===== src/rtl/apb_slave_regfile.sv =====
// APB4 completer holding a bank of byte-strobed software registers.
// Every transfer gets a fixed number of wait states. Decode, alignment,
// protection and read-only violations return an error response.
// Register contents are exported flat, together with a write-event pulse.
module apb_slave_regfile #(
  parameter int          DATASIZE    = 32,
  parameter int          ADDRSIZE    = 32,
  parameter int          NUM_REGS    = 16,
  parameter int          OFFSET_BITS = 8,
  parameter int          WAIT_STATES = 1,
  parameter logic [63:0] RO_MASK     = 64'h0001,
  parameter logic [63:0] SECURE_MASK = 64'h0000
) (
  input  logic                         PCLK,
  input  logic                         PRESET,
  input  logic                         PSEL,
  input  logic                         PENABLE,
  input  logic                         PWRITE,
  input  logic [ADDRSIZE-1:0]          PADDR,
  input  logic [DATASIZE-1:0]          PWDATA,
  input  logic [DATASIZE/8-1:0]        PSTRB,
  input  logic [2:0]                   PPROT,
  output logic [DATASIZE-1:0]          PRDATA,
  output logic                         PREADY,
  output logic                         PSLVERR,
  input  logic [DATASIZE-1:0]          status_in,
  output logic [NUM_REGS*DATASIZE-1:0] reg_flat,
  output logic                         write_event,
  output logic [5:0]                   write_index
);

  localparam int IDX_W  = OFFSET_BITS - 2;
  localparam int NBYTES = DATASIZE / 8;

  typedef enum logic {IDLE, ACCESS} state_t;

  state_t               state_q, state_d;
  logic [3:0]           cnt_q, cnt_d;
  logic                 pready_q, pready_d;
  logic                 pslverr_q, pslverr_d;
  logic [DATASIZE-1:0]  prdata_q, prdata_d;
  logic [IDX_W-1:0]     idx_q, idx_d;
  logic                 err_q, err_d;
  logic                 wr_q, wr_d;
  logic [DATASIZE-1:0]  regs_q [NUM_REGS];
  logic [DATASIZE-1:0]  regs_d [NUM_REGS];
  logic                 wev_q, wev_d;
  logic [5:0]           widx_q, widx_d;

  // Response is built either from the live setup-cycle bus (zero-wait case)
  // or from the values latched when the transfer was accepted.
  logic [IDX_W-1:0]     setup_idx, resp_idx;
  logic                 resp_wr, resp_err, setup_err;
  logic                 resp_in_range, resp_ro, resp_sec;
  logic [DATASIZE-1:0]  resp_rdata, resp_value;
  logic                 unused_ok;

  // Upper address bits are decoded by the bridge; only PPROT[1] matters here.
  assign unused_ok = ^{PADDR[ADDRSIZE-1:OFFSET_BITS], PPROT[2], PPROT[0]};

  assign setup_idx = PADDR[OFFSET_BITS-1:2];
  assign resp_idx  = (state_q == IDLE) ? setup_idx : idx_q;
  assign resp_wr   = (state_q == IDLE) ? PWRITE : wr_q;

  // Per-register attribute and content lookup for the responding index
  always_comb begin
    resp_in_range = 1'b0;
    resp_ro       = 1'b0;
    resp_sec      = 1'b0;
    resp_rdata    = '0;
    for (int r = 0; r < NUM_REGS; r++) begin
      if (resp_idx == IDX_W'(r)) begin
        resp_in_range = 1'b1;
        resp_ro       = RO_MASK[r];
        resp_sec      = SECURE_MASK[r];
        resp_rdata    = regs_q[r];
      end
    end
  end

  // Attribute bits are zero for out-of-range indices, so no extra guard needed.
  assign setup_err  = (PADDR[1:0] != 2'b00) | ~resp_in_range
                    | (resp_sec & PPROT[1]) | (PWRITE & resp_ro);
  assign resp_err   = (state_q == IDLE) ? setup_err : err_q;
  assign resp_value = (resp_err || resp_wr) ? '0
                    : (resp_ro ? status_in : resp_rdata);

  // FSM state register
  always_ff @(posedge PCLK or posedge PRESET) begin
    if (PRESET) state_q <= IDLE;
    else        state_q <= state_d;
  end

  // FSM next state: accept on setup, leave ACCESS on completion or abort
  always_comb begin
    state_d = state_q;
    case (state_q)
      IDLE:    if (PSEL && !PENABLE) state_d = ACCESS;
      ACCESS:  if (!PSEL || pready_q) state_d = IDLE;
      default: state_d = IDLE;
    endcase
  end

  // FSM outputs: wait counting, response loading and write commit
  always_comb begin
    cnt_d     = cnt_q;
    pready_d  = pready_q;
    pslverr_d = pslverr_q;
    prdata_d  = prdata_q;
    idx_d     = idx_q;
    err_d     = err_q;
    wr_d      = wr_q;
    regs_d    = regs_q;
    wev_d     = 1'b0;
    widx_d    = widx_q;
    case (state_q)
      IDLE: begin
        if (PSEL && !PENABLE) begin
          idx_d = setup_idx;
          err_d = setup_err;
          wr_d  = PWRITE;
          if (WAIT_STATES == 0) begin
            pready_d  = 1'b1;
            pslverr_d = resp_err;
            prdata_d  = resp_value;
          end else begin
            cnt_d    = 4'(WAIT_STATES);
            pready_d = 1'b0;
          end
        end
      end
      ACCESS: begin
        if (!PSEL) begin
          // Master abandoned the transfer: drop everything, commit nothing
          cnt_d     = '0;
          pready_d  = 1'b0;
          pslverr_d = 1'b0;
          prdata_d  = '0;
        end else if (pready_q) begin
          pready_d  = 1'b0;
          pslverr_d = 1'b0;
          prdata_d  = '0;
          if (wr_q && !err_q) begin
            for (int r = 0; r < NUM_REGS; r++) begin
              if (idx_q == IDX_W'(r)) begin
                for (int k = 0; k < NBYTES; k++) begin
                  if (PSTRB[k]) regs_d[r][8*k +: 8] = PWDATA[8*k +: 8];
                end
              end
            end
            wev_d  = 1'b1;
            widx_d = 6'(idx_q);
          end
        end else begin
          cnt_d = cnt_q - 4'd1;
          if (cnt_q == 4'd1) begin
            pready_d  = 1'b1;
            pslverr_d = resp_err;
            prdata_d  = resp_value;
          end
        end
      end
      default: ;
    endcase
  end

  // Datapath and response registers
  always_ff @(posedge PCLK or posedge PRESET) begin
    if (PRESET) begin
      cnt_q     <= '0;
      pready_q  <= 1'b0;
      pslverr_q <= 1'b0;
      prdata_q  <= '0;
      idx_q     <= '0;
      err_q     <= 1'b0;
      wr_q      <= 1'b0;
      wev_q     <= 1'b0;
      widx_q    <= '0;
      for (int r = 0; r < NUM_REGS; r++) regs_q[r] <= '0;
    end else begin
      cnt_q     <= cnt_d;
      pready_q  <= pready_d;
      pslverr_q <= pslverr_d;
      prdata_q  <= prdata_d;
      idx_q     <= idx_d;
      err_q     <= err_d;
      wr_q      <= wr_d;
      wev_q     <= wev_d;
      widx_q    <= widx_d;
      for (int r = 0; r < NUM_REGS; r++) regs_q[r] <= regs_d[r];
    end
  end

  for (genvar g = 0; g < NUM_REGS; g++) begin : g_flat
    assign reg_flat[g*DATASIZE +: DATASIZE] = regs_q[g];
  end

  assign PREADY      = pready_q;
  assign PSLVERR     = pslverr_q;
  assign PRDATA      = prdata_q;
  assign write_event = wev_q;
  assign write_index = widx_q;

endmodule

===== config.mk =====
export PLATFORM = sky130hd
export DESIGN_NAME = apb_slave_regfile
export DESIGN_NICKNAME = d
export VERILOG_FILES = /design/src/rtl/apb_slave_regfile.sv
export SDC_FILE = /design/constraint.sdc
export NUM_CORES = 1
export LEC_CHECK = 0
export ABC_CLOCK_PERIOD_IN_PS = 53600
export CAP_MARGIN = 30
export CORE_ASPECT_RATIO = 1.75
export CORE_MARGIN = 5
export CORE_UTILIZATION = 40
export CTS_BUF_LIST = sky130_fd_sc_hd__clkbuf_8
export DETAILED_ROUTE_END_ITERATION = 16
export GPL_TIMING_DRIVEN = 0
export PLACE_DENSITY = 0.78
export REMOVE_ABC_BUFFERS = 1
export SETUP_SLACK_MARGIN = 0.02
export SYNTH_ARGS = -nofsm -noshare
export SYNTH_HDL_FRONTEND = slang
export SYNTH_SLANG_ARGS = --single-unit
export TNS_END_PERCENT = 10

===== constraint.sdc =====
create_clock -name PCLK -period 53.6 [get_ports PCLK]
set_input_delay 16.08 -clock PCLK [delete_from_list [all_inputs] [get_ports PCLK]]
set_output_delay 16.08 -clock PCLK [all_outputs]
set_load 0.01 [all_outputs]

# == Yosys cells after proc, flatten, opt, wreduce, memory -nomap -nowiden ==
# Cells that the tools add are included.
# totals
word_cells,266
reg_bits,566
# op_classes
bitwise_logic,5
addsub,1
muxes,74
eq_ne,34
n_reduce_logical,78
# ops
op,count
32-bit 2-to-1 mux,21
6-bit AND reduction,64
"6-bit by 4-bit == test with 1-bit output, second input constant",16
"6-bit by 3-bit == test with 1-bit output, second input constant",8
1-bit 2-to-1 mux,46
"6-bit by 2-bit == test with 1-bit output, second input constant",4
"6-bit by 1-bit == test with 1-bit output, second input constant",2
6-bit zero test,2
4-bit 2-to-1 mux,3
4-bit one-hot mux with 2 select lines,1
6-bit 2-to-1 mux,1
2-bit AND reduction,3
"4-bit by 1-bit == test with 1-bit output, second input constant",1
1-bit one-hot mux with 2 select lines,2
4-bit AND reduction,1
"4-bit by 1-bit subtractor with 4-bit output, second input constant",1
1-bit zero test,3
"3-bit by 1-bit != test with 1-bit output, second input constant",1
"3-bit != test, second input constant",1
1-bit logical AND,2
1-bit logical OR,2
"2-bit by 1-bit != test with 1-bit output, second input constant",1
1-bit inverter,2
1-bit OR,2
other kinds (2),2

# == Longest topological paths before layout ==
# depth
ltp_word,27
depth_mapped,12

# == Worst setup path before layout ==
# Ideal clock, no wire load.
# synth_timing
path_kind,input -> register
startpoint,input port PADDR[2]
endpoint,register prdata_q[24] (netlist: PRDATA[24])
n_path_buf,1
setup_slack_ps,35497
path_stages,8
arrival_ps,17967
cell_sequence,buf_2 -> mux2i_2 -> mux2_2 -> a222oi_1 -> o22ai_1 -> a31o_1 -> a221oi_1 -> o41ai_1
# synth_between
elab_chain_cells,27
# synth_rtl
element,line_no,rtl
from (decl),19,"input logic [ADDRSIZE-1:0] PADDR,"
6-bit 2-to-1 mux (*),62,assign resp_idx = (state_q == IDLE) ? setup_idx : idx_q;
6-bit zero test,72,if (resp_idx == IDX_W'(r)) begin
1-bit 2-to-1 mux (16 in a row),72,
1-bit inverter,82,assign setup_err = (PADDR[1:0] != 2'b00) | ~resp_in_range
1-bit OR,82,
1-bit OR,83,| (resp_sec & PPROT[1]) | (PWRITE & resp_ro);
1-bit 2-to-1 mux,84,assign resp_err = (state_q == IDLE) ? setup_err : err_q;
1-bit logical OR,85,assign resp_value = (resp_err || resp_wr) ? '0
32-bit 2-to-1 mux (*),85,
32-bit 2-to-1 mux (*),156,if (cnt_q == 4'd1) begin
32-bit 2-to-1 mux (*),139,end else if (pready_q) begin
32-bit 2-to-1 mux (*),133,if (!PSEL) begin
to (signal assigned),184,prdata_q <= prdata_d;
to (decl),41,"logic [DATASIZE-1:0] prdata_q, prdata_d;"
# Mark *: on every way between the ends. The rest lies on a longest branch, timed or not. The select of a mux whose other input is x is not followed.
# A chain may end at the register's enable or synchronous reset.

# == Worst setup path after layout ==
# layout_timing
startpoint,input port PADDR[2]
endpoint,register prdata_q[21] (netlist: PRDATA[21])
# The elaborated chain is that of the path after synthesis.

==> out/metrics.csv <==
metric,value,unit
report.final.setup_viol,0,
synthArstFlopShare,100,%
grtUsageMet3,12.1,%
status,finished clean,
htree_levels,3,
rows,127,
grt_max_degree,126,
seq_power_share,45.9,%
fin_skew,34.0,ps
ctsLongestPathBuffers,3,
cts.sinks,566,
grt_pass1_wl,198000,um
path_max_fanout,24,
clkSlewWorstSetupHoldPaths,70,ps
globalRoute.totalOverflow,0,
cp_data_arrival_time,19860,ps
worstPathCellList,"buf_2, buf_12, nand2b_1, o22ai_4, buf_16, nand2_1, a21oi_2, buf_8, a221oi_1, o41ai_1",
grt_use_met2,57.9,%
layout_commonest_cell,clkdlybuf4s50_1,
synthTopCellsByArea,"dfrtp_1 (52%), mux2_2 (21%), nand2_1 (2.5%)",
fmax,0.0519,GHz
cp.required,54180,ps
drc,0,
hp-class,reg2reg,
wl,144000,um
insertion_delay,730,ps
p_comb_share,15.8,%
yosysTopAreaCellShare,51.5,%
layout-drive-gt1-share,27.0,%
synth_cell_type_count,89,
yosys_most_used_dff,dfrtp_1,
wl_per_cell,36.4,um
grt_usage,37.2,%
postCtsSetupRepairBufs,0,
switchingPower,0.295,mW
ios,661,
cap_violations,0,
cts_resized,0,
sw_frac_of_total,31.0,%
peakVddDrop,26.0,uV
area_growth,36.1,%
routed-via-count,25330,
die_y,357,um
ys_warn_count,0,
worst_pin_slew,1090,ps
synth_area,27500,um^2
crit_path_top_delay_cell,o22ai_4,
busiest_layer,met2,
yosysSeqAreaShare,51.5,%
powerDensity,25.5,nW/um^2
core-area,68300,um^2
grt_pass1_vias,25281,
dr.pass1.iters,6,
fin_nets,3090,
drt_iter0_drc,2598,
maxSlewViolCount,0,
cts_hold_buf,0,
place.gp.congestion,0.905,
antenna_left,0,
numCtsBuffers,84,
syn_inst,2350,
crit_type,in2reg,
worstSetupStartpointType,input port,
clock-root-buffer,clkbuf_8,
synth.avg_cell_area,11.7,um^2
p_int,0.658,mW
fin_crit,19290,ps
viasPerCell,6.41,
synth_top_area_cell,dfrtp_1,
synth_edf_count,0,
endpoint_kind,flop,
rsz0062_at_grt,no,
cts_tree,done,
hold_slack,504,ps
ys_ff_latch,566,
tns,0,ps
fin_crit_sh,36.0,%
finalHoldViolCount,0,
dp_hpwl,102000,um
antenna_found_initial,8,
final_cell_mix,"clkdlybuf4s50_1 (631), dfrtp_1 (563), mux2_2 (515)",
die-area,74300,um^2
clkPwrFrac,38.3,%
leakage,16.6,nW
worst_slew_margin_rel,26.9,%
gr-usage-met1,44.8,%
die_w,208,um
max_stage_delay,810,ps
io_buffers,633,
initial_core_util,40.2,%
[cell families (layout without fill, tap and decap cells)]
| group | count (synthesis) | after routing | share of synthesized area, % |
|---|---|---|---|
| compound gates | 569 | 569 | 14.2 |
| flops | 566 | 566 | 51.5 |
| mux | 557 | 557 | 23.2 |
| simple gates | 486 | 486 | 8.09 |
| buf+inv | 168 | 860 | 2.83 |
| fa+ha+maj | 2 | 2 | 0.0910 |
| xor+xnor | 2 | 2 | 0.0637 |
| other cells | 0 | 7 | 0 |
[layer usage]
layer,vias to the layer above,part of all wire [%]
li1,10032,-
met1,12769,36
met2,1976,45
met3,549,11
met4,4,8.1
met5,-,0.023
[power groups by stage]
stage               Clock [mW]  Sequential, mW  Combinational [mW]
floorplan                    0           0.445              0.0571
global placement             0           0.449               0.121
detailed placement           0           0.445               0.145
CTS                      0.368           0.437               0.146
global route             0.385           0.438               0.154
finish                   0.365           0.438               0.150
[registers in the layout, indices dropped and copies added (netlist names)]
register / count
err_q: 1
cnt_q: 4
wr_q: 1
state_q: 1
PREADY: 1
write_event: 1
write_index: 6
reg_flat: 512
PSLVERR: 1
idx_q: 6
PRDATA: 32
[worst max-delay path, delay by kind of cell]
kind	cells	cell delay [ps]
AOI/OAI and AO/OA	4	2030
buffers and inverters	4	1000
and+or+nand+nor	2	670
[area by class of cell]
class	instances	area, um^2
tap	903	1130
multi-input combinational	1616	12700
clock inverter	40	203
sequential	566	14200
inverter	7	33.8
timing repair buffer	705	7680
clock buffer	108	1490
fill	5876	30900
antenna	7	17.5
[cell usage after synthesis, types with 23 or more instances]
cell and number:
a22oi_1 46, o22ai_1 59, nor2_1 156, nand2_1 185, nand2_2 32, clkbuf_1 89, buf_2 53, a21oi_1 108
o21ai_0 120, mux2_2 515, dfrtp_1 566, a31oi_1 23
[metrics by stage]
stage / area, um^2 / setup WS [ps] / util, % / cells / total power, mW
2_1_floorplan: 26700 / 21690 / - / 2189 / 0.502
3_3_place_gp: 34200 / 14540 / 50.1 / 3725 / 0.570
3_5_place_dp: 35700 / 33710 / 52.3 / 3797 / 0.590
4_1_cts: 37400 / 34490 / 54.8 / 3945 / 0.951
5_1_grt: 37400 / 34320 / 54.8 / 3947 / 0.977
6_report: 37400 / 34310 / 54.8 / 3952 / 0.953
[worst paths after layout]
path / from / end / slack [ps] / cells past startpoint
worst max-delay path: PADDR[2] / PRDATA[21]$_DFFE_PP0P_ / 34310 / 10
worst min-delay path: PRDATA[8]$_DFFE_PP0P_ / PRDATA[8]$_DFFE_PP0P_ / 500 / 2
worst max register to register: state_q$_DFF_PP0_ / PRDATA[21]$_DFFE_PP0P_ / 49190 / 9
worst min register to register: PRDATA[8]$_DFFE_PP0P_ / PRDATA[8]$_DFFE_PP0P_ / 500 / 2
max in group asynchronous: PRESET / reg_flat[318]$_DFFE_PP0P_ / 35900 / 4
min in group asynchronous: PRESET / reg_flat[302]$_DFFE_PP0P_ / 15940 / 2
Power figures use the tool's default switching activity.
